==> src/rtl/reg_file_pkg.sv <==
// Shared defaults and types for the scoreboarded register file.
package reg_file_pkg;

  localparam int DEF_DATA_W = 32;
  localparam int DEF_ADDR_W = 4;

  typedef logic [DEF_DATA_W-1:0] reg_data_t;
  typedef logic [DEF_ADDR_W-1:0] reg_addr_t;

endpackage

==> src/rtl/reg_scoreboard.sv <==
// Pending-register scoreboard: busy bits, pending count, reservation
// acceptance and the sticky write-back-to-idle-register error flag.
module reg_scoreboard
  import reg_file_pkg::*;
#(
  parameter int ADDR_W   = DEF_ADDR_W,
  parameter int ZERO_REG = 1
) (
  input  logic              clock,
  input  logic              reset,
  input  logic [ADDR_W-1:0] rd_addr1,
  input  logic [ADDR_W-1:0] rd_addr2,
  output logic              rd_busy1,
  output logic              rd_busy2,
  input  logic              rsv_en,
  input  logic [ADDR_W-1:0] rsv_addr,
  output logic              rsv_ok,
  input  logic              wb_en,
  input  logic [ADDR_W-1:0] wb_addr,
  output logic [ADDR_W:0]   busy_count,
  output logic              wb_err
);

  localparam int DEPTH = 2 ** ADDR_W;

  logic [DEPTH-1:0] r_busy;
  logic [ADDR_W:0]  r_busy_count;
  logic             r_wb_err;

  logic [DEPTH-1:0] w_busy_nxt;
  logic             w_wb_act;
  logic             w_z_rsv;
  logic             w_hit_rsv;
  logic             w_set;
  logic             w_inc;
  logic             w_dec;

  // Register 0 is hard-wired when ZERO_REG is enabled.
  function automatic logic is_zero(input logic [ADDR_W-1:0] a);
    return (ZERO_REG != 0) && (a == '0);
  endfunction

  // A write-back that actually lands in the array.
  assign w_wb_act  = wb_en && !is_zero(wb_addr);
  assign w_z_rsv   = is_zero(rsv_addr);
  assign w_hit_rsv = w_wb_act && (wb_addr == rsv_addr);

  // A pending register may be re-reserved only if it retires this cycle.
  assign rsv_ok = rsv_en && (w_z_rsv || !r_busy[rsv_addr] || w_hit_rsv);
  assign w_set  = rsv_ok && !w_z_rsv;

  // Net change of the pending population; a same-register clear+set nets zero.
  assign w_inc = w_set && !r_busy[rsv_addr];
  assign w_dec = w_wb_act && r_busy[wb_addr] && !(w_set && (rsv_addr == wb_addr));

  // Read-side busy: bypassed write-back data is never reported as pending.
  assign rd_busy1 = !is_zero(rd_addr1) && !(w_wb_act && (wb_addr == rd_addr1))
                    && r_busy[rd_addr1];
  assign rd_busy2 = !is_zero(rd_addr2) && !(w_wb_act && (wb_addr == rd_addr2))
                    && r_busy[rd_addr2];

  assign busy_count = r_busy_count;
  assign wb_err     = r_wb_err;

  // Next busy vector: write-back clears first, reservation set wins.
  always_comb begin
    w_busy_nxt = r_busy;
    if (w_wb_act) w_busy_nxt[wb_addr] = 1'b0;
    if (w_set)    w_busy_nxt[rsv_addr] = 1'b1;
  end

  // Scoreboard state update.
  always_ff @(posedge clock or posedge reset) begin
    if (reset) begin
      r_busy       <= '0;
      r_busy_count <= '0;
      r_wb_err     <= 1'b0;
    end else begin
      r_busy       <= w_busy_nxt;
      r_busy_count <= r_busy_count + {{ADDR_W{1'b0}}, w_inc}
                                   - {{ADDR_W{1'b0}}, w_dec};
      if (w_wb_act && !r_busy[wb_addr]) r_wb_err <= 1'b1;
    end
  end

endmodule

==> src/rtl/reg_file_sb.sv <==
// Scoreboarded register file: data array with write-back bypass on two
// combinational read ports; pending tracking lives in reg_scoreboard.
module reg_file_sb
  import reg_file_pkg::*;
#(
  parameter int DATA_W   = DEF_DATA_W,
  parameter int ADDR_W   = DEF_ADDR_W,
  parameter int ZERO_REG = 1
) (
  input  logic              clock,
  input  logic              reset,
  input  logic [ADDR_W-1:0] rd_addr1,
  input  logic [ADDR_W-1:0] rd_addr2,
  output logic [DATA_W-1:0] rd_data1,
  output logic [DATA_W-1:0] rd_data2,
  output logic              rd_busy1,
  output logic              rd_busy2,
  input  logic              rsv_en,
  input  logic [ADDR_W-1:0] rsv_addr,
  output logic              rsv_ok,
  input  logic              wb_en,
  input  logic [ADDR_W-1:0] wb_addr,
  input  logic [DATA_W-1:0] wb_data,
  output logic [ADDR_W:0]   busy_count,
  output logic              wb_err
);

  localparam int DEPTH = 2 ** ADDR_W;

  logic [DATA_W-1:0] r_regs [DEPTH];
  logic              w_wb_act;

  function automatic logic is_zero(input logic [ADDR_W-1:0] a);
    return (ZERO_REG != 0) && (a == '0);
  endfunction

  assign w_wb_act = wb_en && !is_zero(wb_addr);

  reg_scoreboard #(
    .ADDR_W   (ADDR_W),
    .ZERO_REG (ZERO_REG)
  ) u_sb (
    .clock      (clock),
    .reset      (reset),
    .rd_addr1   (rd_addr1),
    .rd_addr2   (rd_addr2),
    .rd_busy1   (rd_busy1),
    .rd_busy2   (rd_busy2),
    .rsv_en     (rsv_en),
    .rsv_addr   (rsv_addr),
    .rsv_ok     (rsv_ok),
    .wb_en      (wb_en),
    .wb_addr    (wb_addr),
    .busy_count (busy_count),
    .wb_err     (wb_err)
  );

  // Data array: cleared on reset, written on accepted write-back.
  always_ff @(posedge clock or posedge reset) begin
    if (reset) begin
      for (int i = 0; i < DEPTH; i++) r_regs[i] <= '0;
    end else if (w_wb_act) begin
      r_regs[wb_addr] <= wb_data;
    end
  end

  // Read muxes: hard zero, then same-cycle write-back bypass, then array.
  always_comb begin
    rd_data1 = r_regs[rd_addr1];
    rd_data2 = r_regs[rd_addr2];
    if (w_wb_act && (wb_addr == rd_addr1)) rd_data1 = wb_data;
    if (w_wb_act && (wb_addr == rd_addr2)) rd_data2 = wb_data;
    if (is_zero(rd_addr1)) rd_data1 = '0;
    if (is_zero(rd_addr2)) rd_data2 = '0;
  end

endmodule

==> config.mk <==
export PLATFORM = sky130hd
export DESIGN_NAME = reg_file_sb
export DESIGN_NICKNAME = d
export VERILOG_FILES = /design/src/rtl/reg_file_pkg.sv /design/src/rtl/reg_scoreboard.sv /design/src/rtl/reg_file_sb.sv
export SDC_FILE = /design/constraint.sdc
export NUM_CORES = 1
export LEC_CHECK = 0
export BUFFER_PORTS_ARGS = -buffer_cell sky130_fd_sc_hd__buf_2
export CORE_UTILIZATION = 50
export DETAILED_ROUTE_END_ITERATION = 7
export PLACE_DENSITY = 0.72
export SLEW_MARGIN = 0
export SYNTH_ARGS = -nofsm -noshare
export SYNTH_HDL_FRONTEND = slang
export SYNTH_SLANG_ARGS = --single-unit
export TNS_END_PERCENT = 5
==> constraint.sdc <==
create_clock -name clock -period 16.8 [get_ports clock]
set_input_delay 0.84 -clock clock [delete_from_list [all_inputs] [get_ports clock]]
set_output_delay 0.84 -clock clock [all_outputs]
set_load 0.05 [all_outputs]
======== Word level (Yosys, flattened, before mapping) ========
Cells that the tools add are included.
cells by class
  add/subtract/negate cells ............... 2
  order comparisons ....................... 10
  equal/unequal tests ..................... 4
  muxes and demuxes ....................... 27
  bitwise gates (word level) .............. 6
  reductions and logical operators ........ 33
operators by type and width
  cell                count
  $bwmux 512          1
  $mux 32             9
  $bmux 32 s4         2
  $demux 32 s4        1
  $mux 16             2
  $lt 4x5->1 const B  4
  $logic_and 1x1->1   18
  $and 16x16->16      1
  $bmux 1 s4          4
  $eq 4x4->1          4
  $logic_not 4->1     4
  $not 16->16         1
  $or 16x16->16       1
  $ge 5x5->1 const B  3
  $not 4->5           3
  $logic_not 1->1     9
  $demux 1 s4         2
  $ge 4x1->1 const B  2
  $mux 1              6
  $add 5x1->5         1
  $lt 5x1->1 const B  1
  $sub 5x1->5         1
  $logic_or 1x1->1    2
word-level totals
  register bits after elaboration ......... 534
  input bits .............................. 52
  logic and storage cells ................. 101

======== Logic depth before layout (Yosys ltp) ========
Gate-level depths: netlist (run 1).
  depth in word-level cells ............... 11
  gate-level depth with buffers ........... 12

======== Cells and area by module ========
Synthesis (run 1) repeated with hierarchy kept, for this count alone.
unflattened totals
  cell total of the unflattened synthesis .. 1928
  area total of the unflattened synthesis .. 30840.8 µm²
by module, submodules not included
  module          times used  cells each  area each (µm²)  sequential area each (µm²)
  reg_file_sb     1           1757        28946.5          12812.3
  reg_scoreboard  1           171         1894.3           550.5

======== Worst setup path after synthesis (run 1) ========
No wires, ideal clock.
  kind .................................... input -> output
  start point ............................. input port rsv_addr[2]
  end point ............................... output port rsv_ok
  arrival time ............................ 2949 ps
  setup slack ............................. 13011 ps
  stages on the path ...................... 5
  cell sequence ........................... buf_2 mux4_2 mux2i_1 mux2i_1 a21boi_0
on the way
  word-level cells in the longest chain between the ends .. 6
  elaborated cells on any way between the ends .. 9
  those cells by class .................... eq/ne (1); mux (2); reduce/logical (6)
ends and longest elaborated chain
  item                          RTL line              text
  start: declaration            reg_file_sb.sv:19     input logic [ADDR_W-1:0] rsv_addr,
  $bmux 1 s4                    reg_scoreboard.sv:49  assign rsv_ok = rsv_en && (w_z_rsv || !r_busy[rsv_addr] || w_hit_rsv);
  $mux 1 (not written as such)  reg_scoreboard.sv:49
  $logic_not 1->1               reg_scoreboard.sv:49
  $logic_or 1x1->1              reg_scoreboard.sv:49
  $logic_or 1x1->1 *            reg_scoreboard.sv:49
  $logic_and 1x1->1 *           reg_scoreboard.sv:49
  end: declaration              reg_file_sb.sv:20     output logic rsv_ok,
Every way passes the cells marked *; elsewhere a longest branch is shown, timed or not. The select of a mux whose other input is x is not followed.

======== Final worst setup path (run 1) ========
  start point ............................. input port rd_addr2[1]
  end point ............................... output port rd_data2[3]
on the way
  word-level cells in the longest chain between the ends .. 6
  elaborated cells on any way between the ends .. 9
  those cells by class .................... eq/ne (1); mux (5); bitwise (1); reduce/logical (2)
ends and longest elaborated chain
  item                                         RTL line           text
  start: declaration                           reg_file_sb.sv:13  input logic [ADDR_W-1:0] rd_addr2,
  $not 4->5 (not written as such)              reg_file_sb.sv:70  rd_data2 = r_regs[rd_addr2];
  $bmux 32 s4                                  reg_file_sb.sv:70
  $mux 32 (not written as such) (2 in series)  reg_file_sb.sv:70
  $mux 32                                      reg_file_sb.sv:72  if (w_wb_act && (wb_addr == rd_addr2)) rd_data2 = wb_data;
  $mux 32 *                                    reg_file_sb.sv:74  if (is_zero(rd_addr2)) rd_data2 = '0;
  end: declaration                             reg_file_sb.sv:15  output logic [DATA_W-1:0] rd_data2,
Marked as above.

==> results of run 1 <==
[power breakdown]
part,internal (mW),switching [mW],leakage [nW]
Combinational,0.585,0.537,5.86
Clock,0.839,0.539,1.01
Sequential,1.58,0.222,6.60
Total,3.00,1.30,13.5
[layout make-up]
class	count	area, µm²	area share [%]
inverters	9	41.3	0.129
clock buffers	84	1700	5.33
clock inverters	24	365	1.14
multi-input cells	1159	14600	45.6
well taps	756	946	2.96
repair buffers	162	948	2.97
diodes	2	5.00	0.0157
flip-flops and latches	534	13400	41.9
[routing by layer]
metal | up-vias | track usage, %
li1 | 7486 | -
met1 | 9909 | 36.1
met2 | 878 | 45.5
met3 | 174 | 5.25
met4 | 2 | 9.42
met5 | - | 0
[metrics by stage]
| step | instances | cell area [µm²] |
|---|---|---|
| 2_1_floorplan | 1932 | 28900 |
| 3_3_place_gp | 2620 | 29900 |
| 3_5_place_dp | 2620 | 29900 |
| 4_1_cts | 2728 | 31900 |
| 5_1_grt | 2729 | 31900 |
| 6_report | 2730 | 31900 |
[kinds of logic (layout without fill, tap and decap cells)]
group | Yosys count | after routing | share of synthesized area [%]
multiplexers | 768 | 768 | 40.6
flip-flops | 534 | 534 | 46.2
buffers and inverters | 239 | 279 | 4.05
AO/OA/AOI/OAI | 231 | 231 | 6.16
AND/OR/NAND/NOR | 138 | 138 | 2.22
XOR/XNOR | 16 | 16 | 0.485
adder cells (fa/ha/maj) | 6 | 6 | 0.286
other | 0 | 2 | 0
[registers in the layout, summed over array words and instances (netlist names)]
register / flops
u_sb.wb_err: 1
u_sb.r_busy: 16
u_sb.busy_count: 5
r_regs: 512
[path summary, 6_finish.rpt]
path,start,end,slack [ns],cells past startpoint
worst min register to register,r_regs[482]$_DFFE_PP0P_,r_regs[482]$_DFFE_PP0P_,0.39,0
max in group asynchronous,reset,r_regs[400]$_DFFE_PP0P_,14.69,3
worst max-delay path,rd_addr2[1],rd_data2[3],11.67,8
worst max register to register,u_sb.r_busy[5]$_DFF_PP0_,u_sb.busy_count[4]$_DFF_PP0_,13.84,11
worst min-delay path,r_regs[482]$_DFFE_PP0P_,r_regs[482]$_DFFE_PP0P_,0.39,0
min in group asynchronous,reset,u_sb.busy_count[3]$_DFF_PP0_,0.41,2
[critical path: stages]
cell and delay, ns:
buf_6 0.35, buf_4 0.81, buf_4 0.78, mux4_2 0.59
a22oi_1 0.22, nand2_1 0.17, a22o_1 0.23, buf_2 0.21
[placed cells by master (no fill, tap or decap), drive strengths merged, types with 2 or more instances in the layout]
cell / n
clkinvlp: 2
buf: 160
diode: 2
mux2i: 11
a22o: 64
nand3: 7
a2bb2oi: 2
xnor2: 11
clkbuf: 86
nor2: 19
nand2: 78
inv: 10
a22oi: 128
a21o: 3
or4: 2
nor2b: 11
or3: 3
o41ai: 4
mux4: 276
bufinv: 9
ha: 5
a21oi: 4
nand4: 4
nand2b: 6
clkinv: 12
and2: 2
dfrtp: 534
nand3b: 2
xor2: 5
mux2: 481
o21ai: 20
==> results.cfg, run 1 <==
[outcome]
status = finished clean

[synth]
netlist_top_cells_count = dfrtp_1, mux2_2, mux4_2
synthTopCellsByArea = dfrtp_1, mux4_2, mux2_2
syn_area_um2 = 28900
async_flop_share_pct = 100
synthFlopType = dfrtp_1
ys_warn_count = 0
ys_seq_area_share_pct = 46.2
synth-seq-cells = 534
synth_most_common_cell = dfrtp_1
synth_top_cell_area_share_pct = 46.2
synth_cell_types = 42
synth.avg_cell_area_um2 = 15.0
synth-edff-count = 0
synthCells = 1932
synth_area_leader_cell = dfrtp_1
syn_nets = 1990

[worst_setup_path]
cp.arrival_ns = 4.29
worstPathRequired_ns = 15.96
critPathMaxFanout = 52
critPathKind = primary input to primary output
crit_path_end_kind = primary output
start_kind = primary input

[cts]
cts.repair.resized = 0
cts_made_buffers = 58
htree_levels = 2
clockRootBuffer = clkbuf_16
cts.sinks = 534
clk_pin_slew_ns = 0.06
clock_path_buffers = 3
postCtsSetupRepairBufs = 0
cts_tree = done
clkLatencyLatePin_ns = 0.61
hold_buffers = 0

[detailed_routing]
wl_per_cell_um = 29.2
drt_pass1_iterations = 7
post-route-drc-count = 0
antenna_left = 0
wl_um = 79700
wl_met1_um = 31100
routed.top_layer = met5
wl_met3_um = 6510
route.met2.wl_um = 39600
drt_iter0_drc = 1754
viasPerCell = 6.76
num_vias = 18400

[final_layout]
drive_gt1_share_pct = 50.2
area_delta_synth_final_pct = 10.4
nets = 1982
fill_cells = 4490
fin_util_pct = 56.2

[placement]
hpwl_um = 43900
portBuffers = 124
dp_slack_ns = 11.69
routabilityCongestion = 0.809

[timing]
fmax_ghz = 0.195
finalClockSkew_ns = 0.00574
setup_violations = 0
rsz0062_at_grt = no
final-max-slew-violation-count = 0
slew-limit-headroom_pct = 18.8
worstMarginPinSlew_ns = 1.22
hold_ws_ns = 0.393
setup_tns_ns = 0
hold_violations = 0
timing.final.crit_share_pct = 30.5
fin_ws_ns = 11.67
min_period_ns = 5.13

[pwr]
power.total_mw = 4.30
power_density_nw_per_um2 = 135
peakVddDrop_mv = 0.0774
leakagePower_nw = 13.5

[global_route]
overflow = 0
grt_antenna_before_repair = 3
grtUsageTotal_pct = 27.4
grt_pass1_vias = 19500
grt_start_max_net_pins = 191
grt_pass1_wl_um = 122000

[die]
die_w_um = 243
dieArea_um2 = 58800
core_area_um2 = 56800
initial_core_util_pct = 50.9
fp-row-count = 87
ios = 125
die_y_um = 243

[hold_path]
hold_class = register to register

[run]
cap_violations = 0
Power figures use the tool's default switching activity.
==> run 2, diff against run 1 <==
==> constraint.sdc (replaced) <==
create_clock -name clock -period 4.35 [get_ports clock]
set_input_delay 0.2175 -clock clock [delete_from_list [all_inputs] [get_ports clock]]
set_output_delay 0.2175 -clock clock [all_outputs]
set_load 0.05 [all_outputs]
==> run 2 against run 1 <==
  * Critical path type unchanged
  * Clock skew grew 0.0010 ns
  * Final area increased by 0.17%
  * Clock-buffer cell count down 9
  * Largest power group unchanged
  * First-iteration DRC count down 17%
  * Largest cell class unchanged
  * Utilization increased by 0.097 points
  * Critical path depth decreased by 1
  * Sequential power rose to 3.9 times the previous value
  * Combinational power grew to 3.9 times the previous value
  * Hold slack worse by 0.34 ns
==> results.cfg, run 2 (same netlist as run 1, synthesis figures left out) <==
[worst_setup_path]
r2r_slack_ns = 1.44
cp.arrival_ns = 2.85
crit_buf_inv = 3
r2r-start = u_sb.r_busy[7]$_DFF_PP0_
cp_top_family = compound AO/OA/AOI/OAI gates
cpMostUsedCell = buf_2
crit_path_end_kind = primary output
start_kind = primary input
worstPathCellList = buf_2 -> o41a_2 -> nand3_1 -> a2bb2oi_4 -> buf_4 -> a22o_1 -> buf_2
critPathKind = primary input to primary output
reg2reg_depth = 11
r2r_end = u_sb.busy_count[4]$_DFF_PP0_
worstPathRequired_ns = 4.13
slowest_stage = a2bb2oi_4
slowest_delay_ns = 0.87
critPathMaxFanout = 24

[timing]
setup_violations = 0
finalClockSkew_ns = 0.00674
final-max-slew-violation-count = 0
min_period_ns = 3.07
slew-limit-headroom_pct = 18.9
rsz0062_at_grt = no
worstMarginPinSlew_ns = 1.22
setup_tns_ns = 0
fmax_ghz = 0.326
fin_ws_ns = 1.28
hold_ws_ns = 0.0564
hold_violations = 0
timing.final.crit_share_pct = 70.5

[global_route]
grt_antenna_before_repair = 5
grt_pass1_wl_um = 123000
grt_start_max_net_pins = 169
overflow = 0
grtUsageTotal_pct = 27.5
grt_pass1_vias = 19900

[pwr]
p_sw_share_pct = 30.4
power_frac_clock_pct = 30.9
p_seq_share_pct = 42.4
power_density_nw_per_um2 = 512
power.total_mw = 16.4
p_comb_share_pct = 26.7
peakVddDrop_mv = 0.303
leakagePower_nw = 13.5
p_switching_mw = 4.99
power.internal_mw = 11.4

[cts]
clockRootBuffer = clkbuf_16
clk_pin_slew_ns = 0.06
cts.repair.resized = 0
postCtsSetupRepairBufs = 0
htree_levels = 2
clkLatencyLatePin_ns = 0.61
cts_made_buffers = 57
cts.sinks = 534
cts_tree = done
clock_path_buffers = 3

[outcome]
status = finished clean

[placement]
hpwl_um = 47000
routabilityCongestion = 0.872
dpl.cell_count = 2631
portBuffers = 124
place_area_um2 = 30000
dp_slack_ns = 1.28

[die]
ios = 125
initial_core_util_pct = 50.9
die_y_um = 243
core_area_um2 = 56800
die_w_um = 243
fp-row-count = 87
dieArea_um2 = 58800

[final_layout]
layout.cells.non_filler = 2736
final_cell_area_um2 = 32000
final_cell_mix = dfrtp_1, mux2_2, mux4_2, a22oi_1, buf_2
nets = 1994
layout.cells.most_common = dfrtp_1
top_register = r_regs
multi_input_area_um2 = 14600
fin_util_pct = 56.3
largest_reg_flops = 512
ff_latch_area_um2 = 13400
fill_cells = 4417
area_delta_synth_final_pct = 10.6
drive_gt1_share_pct = 50.4

[detailed_routing]
drt_pass1_iterations = 5
antenna_left = 0
wl_per_cell_um = 29.1
viasPerCell = 6.71
num_vias = 18400
post-route-drc-count = 0
wl_um = 79600
drt_iter0_drc = 1459

[run]
cap_violations = 0

[hold_path]
min_from = rsv_addr[1]
hold_end = u_sb.r_busy[15]$_DFF_PP0_
holdPathStages = 3
hold_class = primary input to register
run 2: cell types whose count changed in the layout (fill, tap and decap cells not counted):
| cell | change |
|---|---|
| buf_12 | +7 |
| buf_4 | +4 |
| clkbuf_8 | -4 |
| clkbuf_1 | -3 |
| clkinv_2 | +3 |
| clkbuf_16 | -2 |
| clkinv_4 | -2 |
| dlygate4sd3_1 | +2 |
| inv_6 | +2 |
| bufinv_16 | -1 |
| clkinvlp_4 | +1 |
| inv_8 | -1 |
run 2: area by class of cell:
type                            instances  share of cell area [%]
Multi-Input combinational cell       1159                    45.5
Sequential cell                       534                    41.8
Clock buffer                           75                    4.95
Timing Repair Buffer                  175                    3.56
Tap cell                              756                    2.96
Clock inverter                         26                    1.10
Inverter                                9                   0.117
Antenna cell                            2                  0.0156
run 2: how the worst max path moves through the flow:
stage	from	endpoint	cells after the start
after floorplan	reset	r_regs[0]$_DFFE_PP0P_	1
after global placement	wb_addr[0]	u_sb.busy_count[4]$_DFF_PP0_	12
after detailed placement	wb_addr[0]	rd_data2[6]	7
after CTS	wb_addr[0]	rd_data2[6]	7
after global routing	wb_addr[0]	rd_data2[5]	7
final	wb_addr[0]	rd_data2[2]	7
run 2: repair_timing:
action / CTS / global route
endpoints found under the hold margin: 14 / 0
endpoints found under the setup margin: 0 / 0
hold buffers: 2 / 0
run 2: metal layers:
metal / GRT usage (%) / vias up / routed length, µm
li1: - / 7511 / -
met3: 4.94 / 172 / 5670
met4: 9.79 / 6 / 2650
met2: 45.1 / 727 / 39200
met5: 0 / - / 46
met1: 37.1 / 9956 / 32100
run 2: worst reg2reg max path: cells and delay by family (launching register included):
kind	cells	cell delay (ns)
adder cells (fa/ha/maj)	3	0.95
multiplexers	3	0.83
flip-flops	1	0.45
AO/OA/AOI/OAI	3	0.44
XOR/XNOR	1	0.13
buffers and inverters	1	0.04
run 2: power groups by stage:
stage	registers (mW)	clock network, mW	logic [mW]
after floorplan	6.79	0	3.47
after global placement	6.84	0	4.27
after detailed placement	6.99	0	4.38
after CTS	6.91	5.12	4.40
after global routing	7.09	5.33	4.65
final	6.94	5.06	4.37
